**config.mk**
```make
export PLATFORM = sky130hd
export DESIGN_NAME = inert_spi_resp
export DESIGN_NICKNAME = d
export VERILOG_FILES = /design/src/rtl/inert_spi_resp.sv
export SDC_FILE = /design/constraint.sdc
export NUM_CORES = 1
export LEC_CHECK = 0
export BUFFER_PORTS_ARGS = -buffer_cell sky130_fd_sc_hd__buf_2
export CAP_MARGIN = 25
export CORE_MARGIN = 3
export CORE_UTILIZATION = 54
export DETAILED_ROUTE_END_ITERATION = 8
export GPL_TIMING_DRIVEN = 0
export PLACE_DENSITY = 0.78
export RECOVER_POWER = 50
export SLEW_MARGIN = 20
export SYNTH_ARGS = -nofsm -noshare
export SYNTH_HDL_FRONTEND = slang
export SYNTH_SLANG_ARGS = --single-unit
```
**constraint.sdc**
```tcl
create_clock -name clk -period 2.4 [get_ports clk]
set_clock_uncertainty 0.05 [all_clocks]
set_input_delay 0.36 -clock clk [delete_from_list [all_inputs] [get_ports clk]]
set_output_delay 0.36 -clock clk [all_outputs]
set_load 0.05 [all_outputs]
```
**src/rtl/inert_spi_resp.sv**
```systemverilog
// rtl/inert_spi_resp.sv - SPI mode-0 responder emulating the inertial sensor link
// Register file, pitch sample latch with coherent high-byte shadow, and data-ready INT.
module inert_spi_resp #(
   parameter logic [7:0] WHO_AM_I_VAL = 8'h6A,
   parameter int         SYNC_STAGES  = 2
) (
   input  logic        clk,
   input  logic        rst,
   input  logic        SS_n,
   input  logic        SCLK,
   input  logic        MOSI,
   output logic        MISO,
   output logic        INT,
   input  logic [15:0] ptch_in,
   input  logic        ptch_vld
);

   typedef enum logic [1:0] {IDLE, CMD, DATA, DONE} state_t;

   localparam logic [6:0] A_INT_CFG = 7'h0D;
   localparam logic [6:0] A_WHO     = 7'h0F;
   localparam logic [6:0] A_CTRL1   = 7'h10;
   localparam logic [6:0] A_PITCHL  = 7'h22;
   localparam logic [6:0] A_PITCHH  = 7'h23;

   logic [SYNC_STAGES-1:0] ss_sync, sclk_sync, mosi_sync;
   logic                   ss_prev, sclk_prev;
   logic                   ss_s, sclk_s, mosi_s;
   logic                   ss_rise, ss_fall, sclk_rise, sclk_fall;

   state_t      state;
   logic [4:0]  bit_cnt;
   logic [15:0] rx;
   logic [15:0] rx_next;
   logic [6:0]  tx;
   logic        rd;
   logic        miso_q;
   logic        irq;
   logic [7:0]  int_cfg;
   logic [7:0]  ctrl1;
   logic [15:0] sample;
   logic [7:0]  shadow;
   logic [7:0]  rd_byte;

   always_ff @(posedge clk or posedge rst) begin
      if (rst) begin
         ss_sync   <= '1;
         sclk_sync <= '0;
         mosi_sync <= '0;
         ss_prev   <= 1'b1;
         sclk_prev <= 1'b0;
      end else begin
         ss_sync   <= {ss_sync[SYNC_STAGES-2:0], SS_n};
         sclk_sync <= {sclk_sync[SYNC_STAGES-2:0], SCLK};
         mosi_sync <= {mosi_sync[SYNC_STAGES-2:0], MOSI};
         ss_prev   <= ss_s;
         sclk_prev <= sclk_s;
      end
   end

   assign ss_s      = ss_sync[SYNC_STAGES-1];
   assign sclk_s    = sclk_sync[SYNC_STAGES-1];
   assign mosi_s    = mosi_sync[SYNC_STAGES-1];
   assign ss_rise   = ss_s & ~ss_prev;
   assign ss_fall   = ~ss_s & ss_prev;
   assign sclk_rise = sclk_s & ~sclk_prev;
   assign sclk_fall = ~sclk_s & sclk_prev;
   assign rx_next   = {rx[14:0], mosi_s};

   // Address is decoded from the shift value that will exist after the 8th rise.
   always_comb begin
      rd_byte = 8'h00;
      case (rx_next[6:0])
         A_INT_CFG: rd_byte = int_cfg;
         A_WHO:     rd_byte = WHO_AM_I_VAL;
         A_CTRL1:   rd_byte = ctrl1;
         A_PITCHL:  rd_byte = sample[7:0];
         A_PITCHH:  rd_byte = shadow;
         default:   rd_byte = 8'h00;
      endcase
   end

   always_ff @(posedge clk or posedge rst) begin
      if (rst) begin
         state   <= IDLE;
         bit_cnt <= 5'd0;
         rx      <= 16'h0000;
         tx      <= 7'h00;
         rd      <= 1'b0;
         miso_q  <= 1'b0;
         irq     <= 1'b0;
         int_cfg <= 8'h00;
         ctrl1   <= 8'h00;
         sample  <= 16'h0000;
         shadow  <= 8'h00;
      end else begin
         if (ss_rise && state != DONE) begin
            state  <= DONE;
            miso_q <= 1'b0;
         end else begin
            case (state)
               IDLE: begin
                  if (ss_fall) begin
                     state   <= CMD;
                     bit_cnt <= 5'd0;
                     rd      <= 1'b0;
                  end
               end
               CMD: begin
                  if (sclk_rise) begin
                     rx      <= rx_next;
                     bit_cnt <= bit_cnt + 5'd1;
                     if (bit_cnt == 5'd7) begin
                        state <= DATA;
                        rd    <= rx_next[7];
                        if (rx_next[7]) begin
                           miso_q <= rd_byte[7];
                           tx     <= rd_byte[6:0];
                           if (rx_next[6:0] == A_PITCHL)
                              shadow <= sample[15:8];
                        end
                     end
                  end
               end
               DATA: begin
                  if (sclk_rise) begin
                     rx <= rx_next;
                     if (bit_cnt != 5'd31)
                        bit_cnt <= bit_cnt + 5'd1;
                  end else if (sclk_fall && rd && bit_cnt > 5'd8) begin
                     // The fall right after the command byte keeps the data MSB on MISO.
                     miso_q <= tx[6];
                     tx     <= {tx[5:0], 1'b0};
                  end
               end
               DONE: begin
                  state  <= IDLE;
                  miso_q <= 1'b0;
                  rd     <= 1'b0;
                  if (bit_cnt == 5'd16) begin
                     if (!rx[15]) begin
                        case (rx[14:8])
                           A_INT_CFG: int_cfg <= rx[7:0];
                           A_CTRL1:   ctrl1   <= rx[7:0];
                           default:   ;
                        endcase
                     end else if (rx[14:8] == A_PITCHH) begin
                        irq <= 1'b0;
                     end
                  end
               end
               default: state <= IDLE;
            endcase
         end

         // Placed after the clear so a same-cycle new sample keeps INT asserted.
         if (ptch_vld && int_cfg[1]) begin
            sample <= ptch_in;
            irq    <= 1'b1;
         end
      end
   end

   assign MISO = miso_q;
   assign INT  = irq;

endmodule

```
==> metrics.md <==
| Metric | Value |
|---|---|
| Failing checks | negative setup slack |
| Post-synth ARST share | 100% |
| Die ar. | 8010 um^2 |
| Clock share of power | 27.8% |
| Maximum clock insertion buffer count | 2 |
| WP data arrival | 2.69 ns |
| Reg clk slew, reported paths | 0.08 ns |
| WHS Endpoint | ss_sync[0] |
| Number of flops mapped to enable cells by yosys | 0 |
| Switching power | 1440 uW |
| RSZ-0062 raised after global routing | yes |
| Pwr Total | 4350 uW |
| Period utilization | 104% |
| Slew Limit Headroom | 21.9% |
| Clk_lat worst skew | 0.36 ns |
| Multi-input gate area | 1740 um^2 |
| Wire length of the first global-routing pass | 12600 um |
| Nets@finish | 383 |
| Starting Density | 57.4% |
| Critical path class | flop to flop |
| Fin. max-slew vios | 0 |
| FF-to-FF path depth | 7 |
| GR Util All Layers | 21.0% |
| Fin util | 67.9% |
| Crit Path Max Fanout | 8 |
| Area of the core | 6570 um^2 |
| Fill cell count | 476 |
| CP Capture Type | flop |
| Total clock sinks | 81 |
| Die Y | 89.5 um |
| Hold Path Depth | 1 |
| Site Rows | 29 |
| Worst setup margin | -0.0993 ns |
| I/O Pins | 24 |
| Post-DR vias/cell | 5.72 |
| Hold Crit Start | SS_n |
| Comb power frac | 32.1% |
| Post-Synthesis Cells | 309 |
| Post-layout min period | 2.50 ns |
| PwrDens | 976 nW/um^2 |
| Number of antenna violations at the first check in global routing | 0 |
| P_int | 2910 uW |
| Hold WC Path Type | input pin to flop |
| Vias in the first global route | 2527 |
| Fmax | 400 MHz |
| Pre-Repair DR Iteration Count | 5 |
| Worst path required time | 2.59 ns |
| Overflow after GRT | 0 |
| Count of final hold-check violations | 0 |
| VDD IR max | 472 uV |
| Warnings, synthesis | 0 |
| Post-Syn Area per Cell | 12.2 um^2 |
| Max-cap violations | 0 |
| Leak | 0.00211 uW |
| Antenna viol nets, final | 0 |
| Largest net degree at the start of global routing | 32 |
| Avg WL per Cell | 17.0 um |
| Sequential share of power | 40.2% |
| Number of port buffers | 23 |
| Num CTS Buffers | 9 |
| Status | finished, violations left |
| Register area | 2030 um^2 |
| Final setup vio count | 14 |
| Syn nets | 338 |
| CP Launch Type | flop |
| CTS tree | done |
| Area delta synth->final | 18.4% |
| Hold slack | 0.0488 ns |
| Sequential area share after synthesis | 53.9% |
| Root Driver | clkbuf_8 |
| Layout cell share with drive strength beyond 1 | 39.3% |
| FF-to-FF setup slack | -0.1 ns |
| Top_reg_cell synth | dfrtp_1 |
| DRC | 0 |
| Die X | 89.5 um |
| RePlAce Congestion | 0.831 |
| Worst R2R End | int_cfg[4] |
| Via count | 2585 |
| Ant diodes | 0 |
| Dpl hpwl | 5160 um |
| WL final | 7690 um |
| Synthesis-stage register bit count | 81 |
| Distinct cells, synth | 52 |
| Switching share of power | 33.2% |
| H-tree depth | 3 |
| Slew @ Worst Pin | 1.17 ns |
| Post-Syn Area | 3770 um^2 |
| Initial DRC Count | 173 |
| Reg2Reg Launch Point | bit_cnt[0] |
[Yosys cell counts, types with 6 or more instances]
| library cell | n | area share [%] |
|---|---|---|
| mux2_4 | 8 | 3.2 |
| nor3_1 | 6 | 0.80 |
| o21ai_0 | 11 | 1.5 |
| dfrtp_1 | 78 | 52 |
| a21oi_1 | 11 | 1.5 |
| nand3_1 | 6 | 0.80 |
| inv_1 | 12 | 1.2 |
| mux2_2 | 50 | 15 |
| and3_1 | 6 | 1.0 |
| clkbuf_1 | 11 | 1.1 |
| ha_1 | 7 | 2.3 |
| nand2_1 | 26 | 2.6 |
[power groups by stage]
| stage | registers, uW | logic [uW] | clock network (uW) |
|---|---|---|---|
| finish | 1750 | 1400 | 1210 |
| global route | 1780 | 1550 | 1280 |
| CTS | 1740 | 1350 | 1220 |
| detailed placement | 1770 | 1170 | 0 |
| global placement | 1760 | 1120 | 0 |
| floorplan | 1740 | 906 | 0 |
[final cells by class]
cell class,count,area share [%]
Buffer,11,1.23
Timing Repair Buffer,38,5.05
Inverter,12,1.04
Clock inverter,5,2.33
Multi-Input combinational cell,201,39.1
Tap cell,93,2.61
Clock buffer,11,3.17
Sequential cell,81,45.5
[registers in the layout, summed over array words and instances (netlist names)]
register,flops
int_cfg,8
ctrl1,8
sclk_sync,2
MISO,1
INT,1
ss_prev,1
shadow,8
ss_sync,2
bit_cnt,5
rx,16
tx,7
mosi_sync,2
sclk_prev,1
state,2
rd,1
sample,16
[logic make-up after synthesis]
logic type      synth area share [%]
flops                           53.9
simple gates                    11.6
fa+ha+maj                       2.59
mux                             18.4
compound gates                  10.5
buf+inv                         2.96
[worst max-delay path: stages, from the launching register on]
cell	delay [ns]
dfrtp_1	0.40
inv_2	0.08
ha_4	0.14
nand2b_4	0.05
or3_4	0.35
or4_4	0.43
or4_4	0.55
mux2_4	0.33
[per-layer routing]
metal / part of all wire (%) / routed length (um) / track usage (%)
met2: 48 / 3700 / 32.4
met3: 3.4 / 259 / 4.06
met4: 2.0 / 155 / 9.74
met5: 0 / 0 / 0
met1: 47 / 3580 / 28.8
[timing repair]
item                                   4_1_cts  5_1_grt
setup endpoints to repair                   48       42
hold buffers                                 0        0
pin swaps                                    6        5
endpoints found under the hold margin        0        0
setup buffers                                7        6
gates resized for setup                     21        3
gates cloned                                 0        0
[metrics by stage]
| step | TNS, ns | setup slack, ns | instance area [um^2] | cells |
|---|---|---|---|---|
| 6_report | -0.786 | -0.0993 | 4460 | 452 |
| 4_1_cts | -1.76 | -0.212 | 4460 | 448 |
| 3_3_place_gp | -10.55 | -0.486 | 4050 | 425 |
| 5_1_grt | -1.71 | -0.159 | 4460 | 452 |
| 2_1_floorplan | -1.46 | -0.153 | 3820 | 309 |
| 3_5_place_dp | -12.35 | -0.514 | 4100 | 427 |
[placed cells by master, fill, tap and decap left out, types with 3 or more instances in the layout]
cell type / Yosys / routed
mux2_4: 8 / 16
nor3_1: 6 / 5
or2_2: 4 / 4
nand3_1: 6 / 6
nand2_1: 26 / 25
buf_4: 0 / 13
a22o_1: 3 / 3
clkbuf_8: 0 / 10
mux2_2: 50 / 42
bufinv_16: 0 / 3
clkbuf_1: 11 / 8
inv_2: 0 / 3
a22oi_1: 4 / 4
ha_1: 7 / 4
a31oi_1: 5 / 5
buf_2: 2 / 23
inv_1: 12 / 8
dfrtp_1: 78 / 78
clkbuf_2: 0 / 3
a32o_1: 3 / 3
o21a_1: 3 / 3
nor2_1: 5 / 5
o21ai_0: 11 / 11
nand2b_1: 4 / 4
a21oi_1: 11 / 10
and3_1: 6 / 6
[how the worst max path moves through the flow]
| stage | startpoint | endpoint | depth (start not counted) |
|---|---|---|---|
| floorplan | bit_cnt[0] | int_cfg[0] | 8 |
| global placement | state[0] | rx[2] | 6 |
| detailed placement | state[0] | rx[8] | 6 |
| CTS | state[0] | int_cfg[7] | 7 |
| global route | bit_cnt[0] | int_cfg[2] | 7 |
| finish | bit_cnt[0] | int_cfg[4] | 7 |
Power figures use the tool's default switching activity.
